[config.mk]
export PLATFORM = sky130hd
export DESIGN_NAME = multicycle_control_fsm
export DESIGN_NICKNAME = d
export VERILOG_FILES = /design/src/rtl/multicycle_control_fsm.sv
export SDC_FILE = /design/constraint.sdc
export NUM_CORES = 1
export LEC_CHECK = 0
export CELL_PAD_IN_SITES_DETAIL_PLACEMENT = 1
export CELL_PAD_IN_SITES_GLOBAL_PLACEMENT = 1
export CORE_MARGIN = 10
export CORE_UTILIZATION = 37
export CTS_CLUSTER_DIAMETER = 120
export DETAILED_ROUTE_END_ITERATION = 6
export GPL_TIMING_DRIVEN = 0
export PLACE_DENSITY = 0.94
export SLEW_MARGIN = 20
export SYNTH_ARGS = -nofsm -noshare
export SYNTH_HDL_FRONTEND = slang
export SYNTH_SLANG_ARGS = --single-unit
[constraint.sdc]
create_clock -name clk -period 4.78 [get_ports clk]
set_clock_uncertainty 0.15 [all_clocks]
set_input_delay 1.195 -clock clk [delete_from_list [all_inputs] [get_ports clk]]
set_output_delay 1.195 -clock clk [all_outputs]
set_load 0.03 [all_outputs]
[src/rtl/multicycle_control_fsm.sv]
// Control sequencer for the multicycle RV32 core: steps each instruction through
// fetch/decode/execute/memory/writeback and drives datapath selects and write enables.
module multicycle_control_fsm #(
    parameter int CNT_W = 32,
    parameter int FSM_W = 4
) (
    input  logic             clk,
    input  logic             rst,
    input  logic [6:0]       op,
    input  logic             zero,
    input  logic             mem_ready,
    output logic [1:0]       alu_src_a,
    output logic [1:0]       alu_src_b,
    output logic [1:0]       alu_op,
    output logic [1:0]       result_src,
    output logic             adr_src,
    output logic [1:0]       imm_src,
    output logic             ir_write,
    output logic             pc_write,
    output logic             reg_write,
    output logic             mem_write,
    output logic             illegal_instr,
    output logic [CNT_W-1:0] instr_count,
    output logic [FSM_W-1:0] state_dbg
);

    typedef enum logic [3:0] {
        FETCH    = 4'd0,
        DECODE   = 4'd1,
        MEMADR   = 4'd2,
        MEMREAD  = 4'd3,
        MEMWB    = 4'd4,
        MEMWRITE = 4'd5,
        EXECUTER = 4'd6,
        ALUWB    = 4'd7,
        EXECUTEI = 4'd8,
        JAL      = 4'd9,
        BEQ      = 4'd10
    } state_t;

    localparam logic [6:0] OP_LW   = 7'b0000011;
    localparam logic [6:0] OP_SW   = 7'b0100011;
    localparam logic [6:0] OP_R    = 7'b0110011;
    localparam logic [6:0] OP_I    = 7'b0010011;
    localparam logic [6:0] OP_JAL  = 7'b1101111;
    localparam logic [6:0] OP_BEQ  = 7'b1100011;

    state_t           state_q, state_d;
    logic [CNT_W-1:0] instr_count_q;
    logic             retire;
    logic             op_legal;

    logic       irw, pcw, rgw, mw;

    assign op_legal = (op == OP_LW) || (op == OP_SW) || (op == OP_R) ||
                      (op == OP_I)  || (op == OP_JAL) || (op == OP_BEQ);

    always_comb begin
        state_d = FETCH;
        case (state_q)
            FETCH:    state_d = mem_ready ? DECODE : FETCH;
            DECODE: begin
                case (op)
                    OP_LW, OP_SW: state_d = MEMADR;
                    OP_R:         state_d = EXECUTER;
                    OP_I:         state_d = EXECUTEI;
                    OP_JAL:       state_d = JAL;
                    OP_BEQ:       state_d = BEQ;
                    default:      state_d = FETCH;
                endcase
            end
            MEMADR:   state_d = op[5] ? MEMWRITE : MEMREAD;
            MEMREAD:  state_d = mem_ready ? MEMWB : MEMREAD;
            MEMWB:    state_d = FETCH;
            MEMWRITE: state_d = mem_ready ? FETCH : MEMWRITE;
            EXECUTER: state_d = ALUWB;
            EXECUTEI: state_d = ALUWB;
            ALUWB:    state_d = FETCH;
            JAL:      state_d = ALUWB;
            BEQ:      state_d = FETCH;
            default:  state_d = FETCH;
        endcase
    end

    assign retire = (state_q == MEMWB) || (state_q == ALUWB) || (state_q == BEQ) ||
                    ((state_q == MEMWRITE) && mem_ready);

    always_ff @(posedge clk or posedge rst) begin
        if (rst) begin
            state_q       <= FETCH;
            instr_count_q <= '0;
        end else begin
            state_q <= state_d;
            if (retire)
                instr_count_q <= instr_count_q + CNT_W'(1);
        end
    end

    // Moore decode of the current state; only enables look at mem_ready/zero.
    always_comb begin
        alu_src_a  = 2'b00;
        alu_src_b  = 2'b00;
        alu_op     = 2'b00;
        result_src = 2'b00;
        adr_src    = 1'b0;
        irw        = 1'b0;
        pcw        = 1'b0;
        rgw        = 1'b0;
        mw         = 1'b0;
        case (state_q)
            FETCH: begin
                alu_src_b  = 2'b10;
                result_src = 2'b10;
                irw        = mem_ready;
                pcw        = mem_ready;
            end
            DECODE: begin
                alu_src_a = 2'b01;
                alu_src_b = 2'b01;
            end
            MEMADR: begin
                alu_src_a = 2'b10;
                alu_src_b = 2'b01;
            end
            MEMREAD:  adr_src = 1'b1;
            MEMWB: begin
                result_src = 2'b01;
                rgw        = 1'b1;
            end
            MEMWRITE: begin
                adr_src = 1'b1;
                mw      = 1'b1;
            end
            EXECUTER: begin
                alu_src_a = 2'b10;
                alu_op    = 2'b10;
            end
            EXECUTEI: begin
                alu_src_a = 2'b10;
                alu_src_b = 2'b01;
                alu_op    = 2'b10;
            end
            ALUWB:    rgw = 1'b1;
            JAL: begin
                alu_src_a = 2'b01;
                alu_src_b = 2'b10;
                pcw       = 1'b1;
            end
            BEQ: begin
                alu_src_a = 2'b10;
                alu_op    = 2'b01;
                pcw       = zero;
            end
            default: ;
        endcase
    end

    always_comb begin
        imm_src = 2'b00;
        case (op)
            OP_SW:   imm_src = 2'b01;
            OP_BEQ:  imm_src = 2'b10;
            OP_JAL:  imm_src = 2'b11;
            default: imm_src = 2'b00;
        endcase
    end

    assign ir_write      = irw & ~rst;
    assign pc_write      = pcw & ~rst;
    assign reg_write     = rgw & ~rst;
    assign mem_write     = mw & ~rst;
    assign illegal_instr = (state_q == DECODE) & ~op_legal & ~rst;
    assign instr_count   = instr_count_q;
    assign state_dbg     = FSM_W'(state_q);

endmodule

==> impl_metrics.csv <==
group,metric,value,unit
worst_setup_path,cp.required,3430,ps
sta,tns,0,ps
synthesis,synthCells,215,
worst_setup_path,rr_startpoint,"state_dbg[0]",
finish,multi_input_area,0.001069,mm^2
worst_setup_path,reg2reg_to,"instr_count[30]",
drt,wirelength,6063,um
placement,dp_hpwl,4652,um
floorplanning,die_y,93.79,um
synthesis,synth_area_per_cell,9.369,um^2
synthesis,synth_sequential_area_ratio,44.72,%
grt,antenna_found_initial,0,
power_and_ir_drop,finalPower,0.0009298,W
finish,mostFrequentLayoutCells,"clkdlybuf4s50_1, dfrtp_1, nand2_1",
drt,drt_iter0_markers,86,
drt,dr.pass1.iters,4,
finish,drive_above_1_share,7.018,%
floorplanning,ios,63,
worst_setup_path,rrSetupSlack,2560,ps
run_status,outcome,"finished clean",
drt,drc,0,
finish,num_antenna_cells,0,
sta,hold_violations,0,
grt,grt_pass1_wl,10120,um
grt,grt_start_max_net_pins,38,
finish,layout_commonest_cell,"clkdlybuf4s50_1",
cts,cts.sinks,36,
grt,grt_pass1_vias,1966,
synthesis,async_reset_ff_share,100.0,%
drt,viasPerCell,5.197,
worst_setup_path,cp-startpoint,"mem_ready",
placement,portBuffers,62,
cts,postCtsHoldBufs,0,
synthesis,synthDistinctLibCells,41,
synthesis,yosys_warnings,0,
worst_setup_path,cp_max_fo,6,
sta,relSlewSlack,64.73,%
sta,worst_pin_slew,529.1,ps
worst_setup_path,endpoint,"pc_write",
finish,syn_to_final_growth,40.06,%
sta,setup_viol,0,
sta,rsz0062_at_grt,"false",
cts,clockBufferDepth,2,
finish,nFillCells,603,
worst_setup_path,crit_arrival,3140,ps
sta,min_period,4482,ps
cts,cts_tree,"built",
floorplanning,fp.dieArea,0.008796,mm^2
sta,fmax,223.1,MHz
sta,timing.final.crit_share,93.77,%
synthesis,synth_ff_type,"dfrtp_1",
drt,vias,1845,
placement,gp_congestion,0.7721,
cts,cts_buffers,5,
sta,slew_violations,0,
power_and_ir_drop,p_leak,1.218,nW
cts,clk_pin_slew_worst_paths,80,ps
grt,grt.overflow.total,0,
worst_setup_path,cp-end-kind,"output pin",
worst_setup_path,r2r_cells,6,
power_and_ir_drop,ir_drop,0.1498,mV
worst_setup_path,start_kind,"input pin",
floorplanning,rows,26,
drt,drtAntennaViolNets,0,
floorplanning,core,0.005205,mm^2
job,drv_cap,0,
power_and_ir_drop,p_per_area,329.5,mW/mm^2
cts,htree_levels,2,
finish,nNetsFinal,296,
cts,clock_latency,290,ps
synthesis,synth_area,0.002014,mm^2
grt,track_usage,14.22,%
synthesis,synth-edff-count,0,
drt,routedWlPerCell,17.08,um
floorplanning,start_util,38.70,%
min_path,hold_class,"reg2reg",
synthesis,synth_seq_cells,36,
min_path,min_from,"instr_count[31]",
synthesis,synth_fp_nets,227,
worst_setup_path,path_class,"in2out",
cts,cts_root_buffer,"clkbuf_8",
floorplanning,fp.dieW,93.79,um
finish,seq_area,900.9,um^2
==> flip-flops by register name, summed over array words and instances, names as in the netlist <==
signal       cells
state_dbg        4
instr_count     32
==> how the worst min path moves through the flow <==
stage | endpoint | slack [ps] | cells after the start
floorplan | instr_count[31] | 500 | 1
global placement | instr_count[31] | 320 | 1
detailed placement | instr_count[31] | 320 | 1
CTS | instr_count[31] | 330 | 1
global route | instr_count[6] | 380 | 1
finish | instr_count[31] | 320 | 1
==> cell usage after synthesis, types with 2 or more instances <==
| master | count | share of area [%] |
|---|---|---|
| and2_1 | 3 | 0.93 |
| buf_1 | 2 | 0.37 |
| o21ai_0 | 5 | 1.2 |
| inv_1 | 3 | 0.56 |
| dfrtp_1 | 36 | 45 |
| nor3_1 | 11 | 2.7 |
| nand3_1 | 7 | 1.7 |
| and4_1 | 3 | 1.3 |
| nor2b_1 | 4 | 1.2 |
| xor2_1 | 19 | 8.3 |
| and3_1 | 4 | 1.2 |
| or2_2 | 2 | 0.62 |
| buf_2 | 3 | 0.75 |
| xnor2_1 | 14 | 6.1 |
| nand4_1 | 8 | 2.5 |
| nor4_1 | 4 | 1.2 |
| a21oi_1 | 7 | 1.7 |
| nand2_1 | 26 | 4.8 |
| clkbuf_1 | 3 | 0.56 |
| nand2b_1 | 8 | 2.5 |
| nor2_1 | 23 | 4.3 |
==> final cells by class <==
| cell class | instances | area share [%] |
|---|---|---|
| buffer | 8 | 1.197 |
| inverter | 3 | 0.4878 |
| tap | 70 | 3.104 |
| clock inverter | 2 | 0.4878 |
| timing repair buffer | 62 | 22.00 |
| clock buffer | 6 | 2.927 |
| multi-input combinational | 168 | 37.87 |
| sequential | 36 | 31.93 |
==> kinds of logic (layout without fill, tap and decap cells) <==
logic type / count (synthesis) / in the layout / synth area share (%)
xor+xnor: 33 / 33 / 14.35
simple gates: 108 / 108 / 27.70
fa+ha+maj: 1 / 1 / 0.6210
flops: 36 / 36 / 44.72
compound gates: 24 / 24 / 9.317
mux: 2 / 2 / 1.056
buf+inv: 11 / 81 / 2.236
==> where the power goes <==
group / leakage (nW) / total (W) / switching (W) / internal (W)
Sequential: 0.490 / 0.000347 / 0.0000216 / 0.000325
Combinational: 0.676 / 0.000352 / 0.000219 / 0.000133
Clock: 0.0516 / 0.000231 / 0.000113 / 0.000118
Total: 1.22 / 0.000930 / 0.000354 / 0.000576
==> what timing repair did <==
| action | in CTS | in global routing |
|---|---|---|
| setup buffers | 0 | 0 |
| gates resized for setup | 0 | 2 |
| setup endpoints to repair | 0 | 1 |
==> layer usage <==
metal  vias up  GRT usage [%]  wire length, um
li1        881              -                -
met1       916          15.51             2455
met2        41          25.17             3148
met3         7          4.876              360
met4         0          4.557               98
met5         -              0                0
==> through the flow <==
stage	worst slack, ps	utilization (%)	std cells	area (um^2)	hold slack (ps)
after CTS	102.9	54.16	355	2819	334.9
after floorplan	891.7	-	215	2014	503.3
after detailed placement	110.0	52.31	347	2723	323.0
after global routing	153.7	54.21	355	2821	379.4
after global placement	-381.4	52.31	347	2723	320.7
final	297.9	54.21	355	2821	323.8
==> worst max-delay path, stage by stage <==
cell and delay, ps:
clkdlybuf4s50_1 580, nor2b_1 220, nand2b_1 70, a21oi_1 130, a31oi_1 60, nor3_1 170
clkdlybuf4s50_1 710
No activity file was read; power rests on OpenSTA's default activity.
